### src/rtl/xor_setup_hold_sequencer_if.sv
// ---------------------------------------------------------------------------
// xor_setup_hold_sequencer_if
// Operand/result handshake bundle for xor_setup_hold_sequencer.
//   in_valid/in_ready   : operand pair handshake (producer -> sequencer)
//   in_a/in_b           : operand pair, WIDTH bits each
//   out_valid/out_ready : result handshake (sequencer -> consumer)
//   out_data            : captured XOR result, WIDTH bits
// modport master : the side that supplies operands and consumes results
// modport slave  : the sequencer itself
// ---------------------------------------------------------------------------
interface xor_setup_hold_sequencer_if #(
  parameter int WIDTH = 1
);
  logic             in_valid;
  logic             in_ready;
  logic [WIDTH-1:0] in_a;
  logic [WIDTH-1:0] in_b;
  logic             out_valid;
  logic             out_ready;
  logic [WIDTH-1:0] out_data;

  modport master (
    output in_valid, in_a, in_b, out_ready,
    input  in_ready, out_valid, out_data
  );

  modport slave (
    input  in_valid, in_a, in_b, out_ready,
    output in_ready, out_valid, out_data
  );
endinterface

### src/rtl/xor_setup_hold_sequencer.sv
// ---------------------------------------------------------------------------
// xor_setup_hold_sequencer
// Feeds operand pairs into a clocked XOR cell so that its setup and hold
// windows are met by construction: the operands are launched, held for
// SETUP_CYC cycles, the cell clock is pulsed for one cycle, the operands are
// held HOLD_CYC more cycles, then the cell output is captured, checked
// against the expected XOR and returned on the result handshake.
// Ports:
//   clk       : system clock, rising edge
//   rst       : synchronous reset, active high
//   bus       : operand/result handshake (slave modport)
//   xor_a/b   : drive the XOR cell inputs (registered)
//   xor_clk   : drives the XOR cell clock, one-cycle high pulse per op
//   xor_out   : XOR cell registered output
//   busy      : high whenever the sequencer is not idle
//   mismatch  : sticky flag, captured result differed from expected XOR
//   op_count  : completed result handshakes, wraps modulo 2^CNT_W
// ---------------------------------------------------------------------------
module xor_setup_hold_sequencer #(
  parameter int WIDTH     = 1,
  parameter int SETUP_CYC = 2,
  parameter int HOLD_CYC  = 1,
  parameter int CNT_W     = 8
) (
  input  logic                       clk,
  input  logic                       rst,
  xor_setup_hold_sequencer_if.slave  bus,
  output logic [WIDTH-1:0]           xor_a,
  output logic [WIDTH-1:0]           xor_b,
  output logic                       xor_clk,
  input  logic [WIDTH-1:0]           xor_out,
  output logic                       busy,
  output logic                       mismatch,
  output logic [CNT_W-1:0]           op_count
);

  // Both windows need at least one full cycle to be meaningful.
  if (SETUP_CYC < 1) begin : g_bad_setup
    $error("xor_setup_hold_sequencer: SETUP_CYC must be >= 1");
  end
  if (HOLD_CYC < 1) begin : g_bad_hold
    $error("xor_setup_hold_sequencer: HOLD_CYC must be >= 1");
  end

  localparam int CNT_MAX = (SETUP_CYC > HOLD_CYC) ? SETUP_CYC : HOLD_CYC;
  localparam int CW      = $clog2(CNT_MAX + 1);

  localparam logic [CW-1:0]    SETUP_LOAD = CW'(SETUP_CYC - 1);
  localparam logic [CW-1:0]    HOLD_LOAD  = CW'(HOLD_CYC - 1);
  localparam logic [CW-1:0]    CNT_ZERO   = CW'(32'd0);
  localparam logic [CW-1:0]    CNT_ONE    = CW'(32'd1);
  localparam logic [CNT_W-1:0] OPS_ONE    = CNT_W'(32'd1);

  localparam logic [2:0] ST_IDLE   = 3'd0;
  localparam logic [2:0] ST_SETUP  = 3'd1;
  localparam logic [2:0] ST_STROBE = 3'd2;
  localparam logic [2:0] ST_HOLD   = 3'd3;
  localparam logic [2:0] ST_RESP   = 3'd4;

  logic [2:0]       r_state;
  logic [CW-1:0]    r_cnt;
  logic [WIDTH-1:0] r_exp;
  logic [WIDTH-1:0] r_xor_a;
  logic [WIDTH-1:0] r_xor_b;
  logic             r_xor_clk;
  logic             r_out_valid;
  logic [WIDTH-1:0] r_out_data;
  logic             r_mismatch;
  logic [CNT_W-1:0] r_op_count;
  logic             w_idle;

  // Sequencer FSM plus all registered outputs.
  always_ff @(posedge clk) begin
    if (rst) begin
      r_state     <= ST_IDLE;
      r_cnt       <= CNT_ZERO;
      r_exp       <= {WIDTH{1'b0}};
      r_xor_a     <= {WIDTH{1'b0}};
      r_xor_b     <= {WIDTH{1'b0}};
      r_xor_clk   <= 1'b0;
      r_out_valid <= 1'b0;
      r_out_data  <= {WIDTH{1'b0}};
      r_mismatch  <= 1'b0;
      r_op_count  <= {CNT_W{1'b0}};
    end else begin
      case (r_state)
        ST_IDLE: begin
          // Operands are only ever sampled here, so xor_a/xor_b stay
          // frozen for the whole operation.
          if (bus.in_valid) begin
            r_xor_a <= bus.in_a;
            r_xor_b <= bus.in_b;
            r_exp   <= bus.in_a ^ bus.in_b;
            r_cnt   <= SETUP_LOAD;
            r_state <= ST_SETUP;
          end
        end
        ST_SETUP: begin
          // The clock pulse is registered, so it is raised on the edge
          // that enters STROBE and is high for exactly the STROBE cycle.
          if (r_cnt == CNT_ZERO) begin
            r_xor_clk <= 1'b1;
            r_state   <= ST_STROBE;
          end else begin
            r_cnt <= r_cnt - CNT_ONE;
          end
        end
        ST_STROBE: begin
          r_xor_clk <= 1'b0;
          r_cnt     <= HOLD_LOAD;
          r_state   <= ST_HOLD;
        end
        ST_HOLD: begin
          if (r_cnt == CNT_ZERO) begin
            r_out_data  <= xor_out;
            r_mismatch  <= r_mismatch | (xor_out != r_exp);
            r_out_valid <= 1'b1;
            r_state     <= ST_RESP;
          end else begin
            r_cnt <= r_cnt - CNT_ONE;
          end
        end
        ST_RESP: begin
          if (bus.out_ready) begin
            r_out_valid <= 1'b0;
            r_op_count  <= r_op_count + OPS_ONE;
            r_state     <= ST_IDLE;
          end
        end
        default: begin
          r_xor_clk   <= 1'b0;
          r_out_valid <= 1'b0;
          r_state     <= ST_IDLE;
        end
      endcase
    end
  end

  assign w_idle        = (r_state == ST_IDLE);
  assign bus.in_ready  = w_idle;
  assign busy          = ~w_idle;
  assign bus.out_valid = r_out_valid;
  assign bus.out_data  = r_out_data;
  assign xor_a         = r_xor_a;
  assign xor_b         = r_xor_b;
  assign xor_clk       = r_xor_clk;
  assign mismatch      = r_mismatch;
  assign op_count      = r_op_count;

endmodule

### src/flat_wrapper.sv
// flat-port wrapper written by rule: the top's interface ports become plain ports
module xor_setup_hold_sequencer_flat 
#(
  parameter int WIDTH     = 1,
  parameter int SETUP_CYC = 2,
  parameter int HOLD_CYC  = 1,
  parameter int CNT_W     = 8
)
  (clk, rst, xor_a, xor_b, xor_clk, xor_out, busy, mismatch, op_count, bus_in_valid, bus_in_a, bus_in_b, bus_out_ready, bus_in_ready, bus_out_valid, bus_out_data);
  xor_setup_hold_sequencer_if #(.WIDTH(WIDTH)) bus_i ();
  input  logic clk;
  input  logic rst;
  output logic [WIDTH-1:0] xor_a;
  output logic [WIDTH-1:0] xor_b;
  output logic xor_clk;
  input  logic [WIDTH-1:0] xor_out;
  output logic busy;
  output logic mismatch;
  output logic [CNT_W-1:0] op_count;
  input wire logic [$bits(bus_i.in_valid)-1:0] bus_in_valid;
  input wire logic [$bits(bus_i.in_a)-1:0] bus_in_a;
  input wire logic [$bits(bus_i.in_b)-1:0] bus_in_b;
  input wire logic [$bits(bus_i.out_ready)-1:0] bus_out_ready;
  output wire logic [$bits(bus_i.in_ready)-1:0] bus_in_ready;
  output wire logic [$bits(bus_i.out_valid)-1:0] bus_out_valid;
  output wire logic [$bits(bus_i.out_data)-1:0] bus_out_data;
  assign bus_i.in_valid = bus_in_valid;
  assign bus_i.in_a = bus_in_a;
  assign bus_i.in_b = bus_in_b;
  assign bus_i.out_ready = bus_out_ready;
  assign bus_in_ready = bus_i.in_ready;
  assign bus_out_valid = bus_i.out_valid;
  assign bus_out_data = bus_i.out_data;
  xor_setup_hold_sequencer #(.WIDTH(WIDTH), .SETUP_CYC(SETUP_CYC), .HOLD_CYC(HOLD_CYC), .CNT_W(CNT_W)) u_core (.clk(clk), .rst(rst), .bus(bus_i), .xor_a(xor_a), .xor_b(xor_b), .xor_clk(xor_clk), .xor_out(xor_out), .busy(busy), .mismatch(mismatch), .op_count(op_count));
endmodule
### config.mk
export PLATFORM = sky130hd
export DESIGN_NAME = xor_setup_hold_sequencer_flat
export DESIGN_NICKNAME = d
export VERILOG_FILES = /design/src/rtl/xor_setup_hold_sequencer_if.sv /design/src/rtl/xor_setup_hold_sequencer.sv /design/src/flat_wrapper.sv
export SDC_FILE = /design/constraint.sdc
export NUM_CORES = 1
export LEC_CHECK = 0
export ABC_CLOCK_PERIOD_IN_PS = 1700
export CORE_UTILIZATION = 45
export CTS_CLUSTER_SIZE = 16
export DETAILED_ROUTE_END_ITERATION = 10
export GPL_ROUTABILITY_DRIVEN = 1
export PLACE_DENSITY_LB_ADDON = 0.12
export SKIP_CTS_REPAIR_TIMING = 1
export SLEW_MARGIN = 15
export SYNTH_ARGS = -nofsm -noshare
export SYNTH_HDL_FRONTEND = slang
export SYNTH_SLANG_ARGS = --single-unit
### constraint.sdc
create_clock -name clk -period 1.7 [get_ports clk]
set_input_delay 0.425 -clock clk [delete_from_list [all_inputs] [get_ports clk]]
set_output_delay 0.425 -clock clk [all_outputs]
set_load 0.02 [all_outputs]
==> impl_metrics.json <==
{
  "status": "completed",
  "slew_viol_final": 0,
  "yosysWarningCount": 0,
  "numClockSinks": 20,
  "worstPathRequired_ns": 1.27,
  "maxCapViolations": 0,
  "top_layer_used": "met4",
  "arrival_ns": 1.22,
  "ys_seq_area_share_pct": 42.0,
  "synth_edf_count": 0,
  "cts_tree": "done",
  "wl_met1_um": 843,
  "initial_core_util_pct": 48.1,
  "ios": 23,
  "route.met3.wl_um": 67,
  "dieArea_um2": 2310,
  "clkLatencyLatePin_ns": 0.31,
  "ys_ff_latch": 20,
  "peakVddDrop_v": 0.000808,
  "yosys-top-cells-count": "dfxtp_1 (20), a21oi_1 (10), nor2_1 (10), inv_1 (5), mux2i_1 (5)",
  "synth_top_area_share_pct": 42.0,
  "synth_most_common_cell": "dfxtp_1",
  "layout_min_cycle_time_ns": 1.65,
  "ant_nets": 0,
  "clock_skew_ns": 0.00641,
  "synth_cell_type_count": 36,
  "cts_max_level": 1,
  "hold_end": "u_core.bus.out_valid",
  "synth_area_leaders": "dfxtp_1 (42%), a21oi_1 (5.2%), mux2i_1 (5.2%)",
  "clock_path_buffers": 2,
  "worstMarginPinSlew_ns": 0.327,
  "route.detailed.drc": 0,
  "grt_start_max_net_pins": 15,
  "postSynth.asyncResetShare_pct": 0,
  "r2r_end": "u_core.r_cnt[1]",
  "drt_first_iter_violations": 8,
  "critPathCaptureType": "output port",
  "die_h_um": 48.0,
  "ys.flop_type": "dfxtp_1",
  "syn-num-nets": 110,
  "clk_pin_slew_ns": 0.12,
  "grt_antenna_before_repair": 0,
  "setup_violations": 0,
  "die_w_um": 48.0,
  "postRouteWirelength_um": 1800,
  "cts_buffers": 3,
  "viasPerCell": 5.10,
  "fmax_mhz": 608,
  "antenna-diode-count": 0,
  "path_max_fanout": 2,
  "place_inst": 151,
  "r2r_slack_ns": 0.22,
  "netlist_area_um2": 953,
  "r2r_start": "u_core.r_cnt[0]",
  "fin_tns_setup_ns": 0,
  "stdcell_count": 155,
  "worstHoldPathType": "reg -> reg",
  "first_pass_iters": 3,
  "final_hold_viol_count": 0,
  "rsz0062_at_grt": "false",
  "start_kind": "flip-flop",
  "cts_root_buf": "clkbuf_4",
  "grt_pass1_wl_um": 2730,
  "hpwlAfterDp_um": 1290,
  "worstRegToRegCells": 5,
  "overflow": 0,
  "dr_wl_met2_um": 865,
  "p_total_mw": 1.33,
  "nets": 138,
  "rows": 16,
  "area_growth_syn_to_layout_pct": 37.4,
  "worstSetupPathType": "reg -> out",
  "coreArea_um2": 1980,
  "syn_area_per_cell_um2": 9.44,
  "gp_congestion": 0.721,
  "powerDensity_nw_per_um2": 1020,
  "maxSlewHeadroom_pct": 78.1,
  "wl_per_cell_um": 11.6,
  "holdCritStartpoint": "u_core.bus.out_valid",
  "grt_pass1_vias": 638,
  "track_usage_pct": 17.6,
  "timing.final.crit_share_pct": 96.8,
  "dr_total_vias": 790,
  "power.leakage_nw": 0.754,
  "worstHoldPathCells": 2,
  "layout-drive-gt1-share_pct": 12.5,
  "port-buffer-count": 22,
  "netlist_instances": 101,
  "netlist.top_cell.by_area": "dfxtp_1"
}
[kinds of logic after synthesis]
group / synth area share, %
adder cells (fa/ha/maj): 2.62
buffers and inverters: 5.64
AND/OR/NAND/NOR: 24.3
AO/OA/AOI/OAI: 14.2
XOR/XNOR: 3.68
flip-flops: 42.0
multiplexers: 7.61
[layout make-up]
cell class | instances | area, um^2
inverters | 5 | 18.8
flip-flops and latches | 20 | 400
fillers | 173 | 672
clock inverters | 1 | 30.0
multi-input cells | 70 | 499
well taps | 27 | 33.8
repair buffers | 29 | 305
clock buffers | 3 | 22.5
[layer usage]
layer  up-vias  global-route usage, %
met5         -                      0
met2        15                   28.4
li1        415                      -
met3         4                   4.53
met4         0                   10.0
met1       356                   21.0
[critical path: stages (launching register included)]
cell,delay (ns)
dfxtp_1,0.32
or3_1,0.38
dlymetal6s2s_1,0.22
[worst max path at each step]
stage	cells past startpoint	to	slack (ns)	startpoint
after CTS	3	bus_in_ready	-0.40	u_core.r_state[0]
final	2	busy	0.05	u_core.r_state[0]
after floorplan	3	bus_in_ready	0.08	u_core.r_state[0]
after detailed placement	4	u_core.op_count[7]	-0.16	bus_out_ready
after global placement	4	u_core.op_count[7]	-0.13	bus_out_ready
after global routing	2	busy	0.001	u_core.r_state[0]
[registers in the layout, indices dropped and copies added (netlist names)]
signal,count
u_core.r_exp,1
u_core.op_count,8
u_core.r_cnt,2
u_core.bus.out_data,1
u_core.xor_clk,1
u_core.xor_b,1
u_core.bus.out_valid,1
u_core.mismatch,1
u_core.r_state,3
u_core.xor_a,1
[cell usage in the layout (no fill, tap or decap), types with 2 or more instances in the layout]
master,instances
dfxtp_1,20
dlymetal6s2s_1,15
a21oi_1,10
nor2_1,10
buf_4,7
clkdlybuf4s50_1,6
inv_1,5
mux2i_1,5
or3_1,4
nand2_1,4
nand3_1,3
o31ai_1,3
o21ai_0,3
nor3_1,3
clkbuf_4,3
or4_1,2
xnor2_1,2
xor2_1,2
ha_1,2
[power by group]
group	internal, mW	switching, mW
sequential	0.514	0.0217
combinational	0.198	0.205
clock	0.239	0.156
[stage by stage]
step / cell area (um^2) / worst slack (ns) / hold slack, ns / utilization, %
2_1_floorplan: 953 / 0.0834 / 0.455 / -
3_3_place_gp: 1220 / -0.131 / 0.454 / 61.8
3_5_place_dp: 1220 / -0.157 / 0.468 / 61.8
4_1_cts: 1280 / -0.403 / 0.485 / 64.5
5_1_grt: 1310 / 0.00144 / 0.506 / 66.1
6_report: 1310 / 0.0549 / 0.482 / 66.1
(Power assumes the default switching activity.)
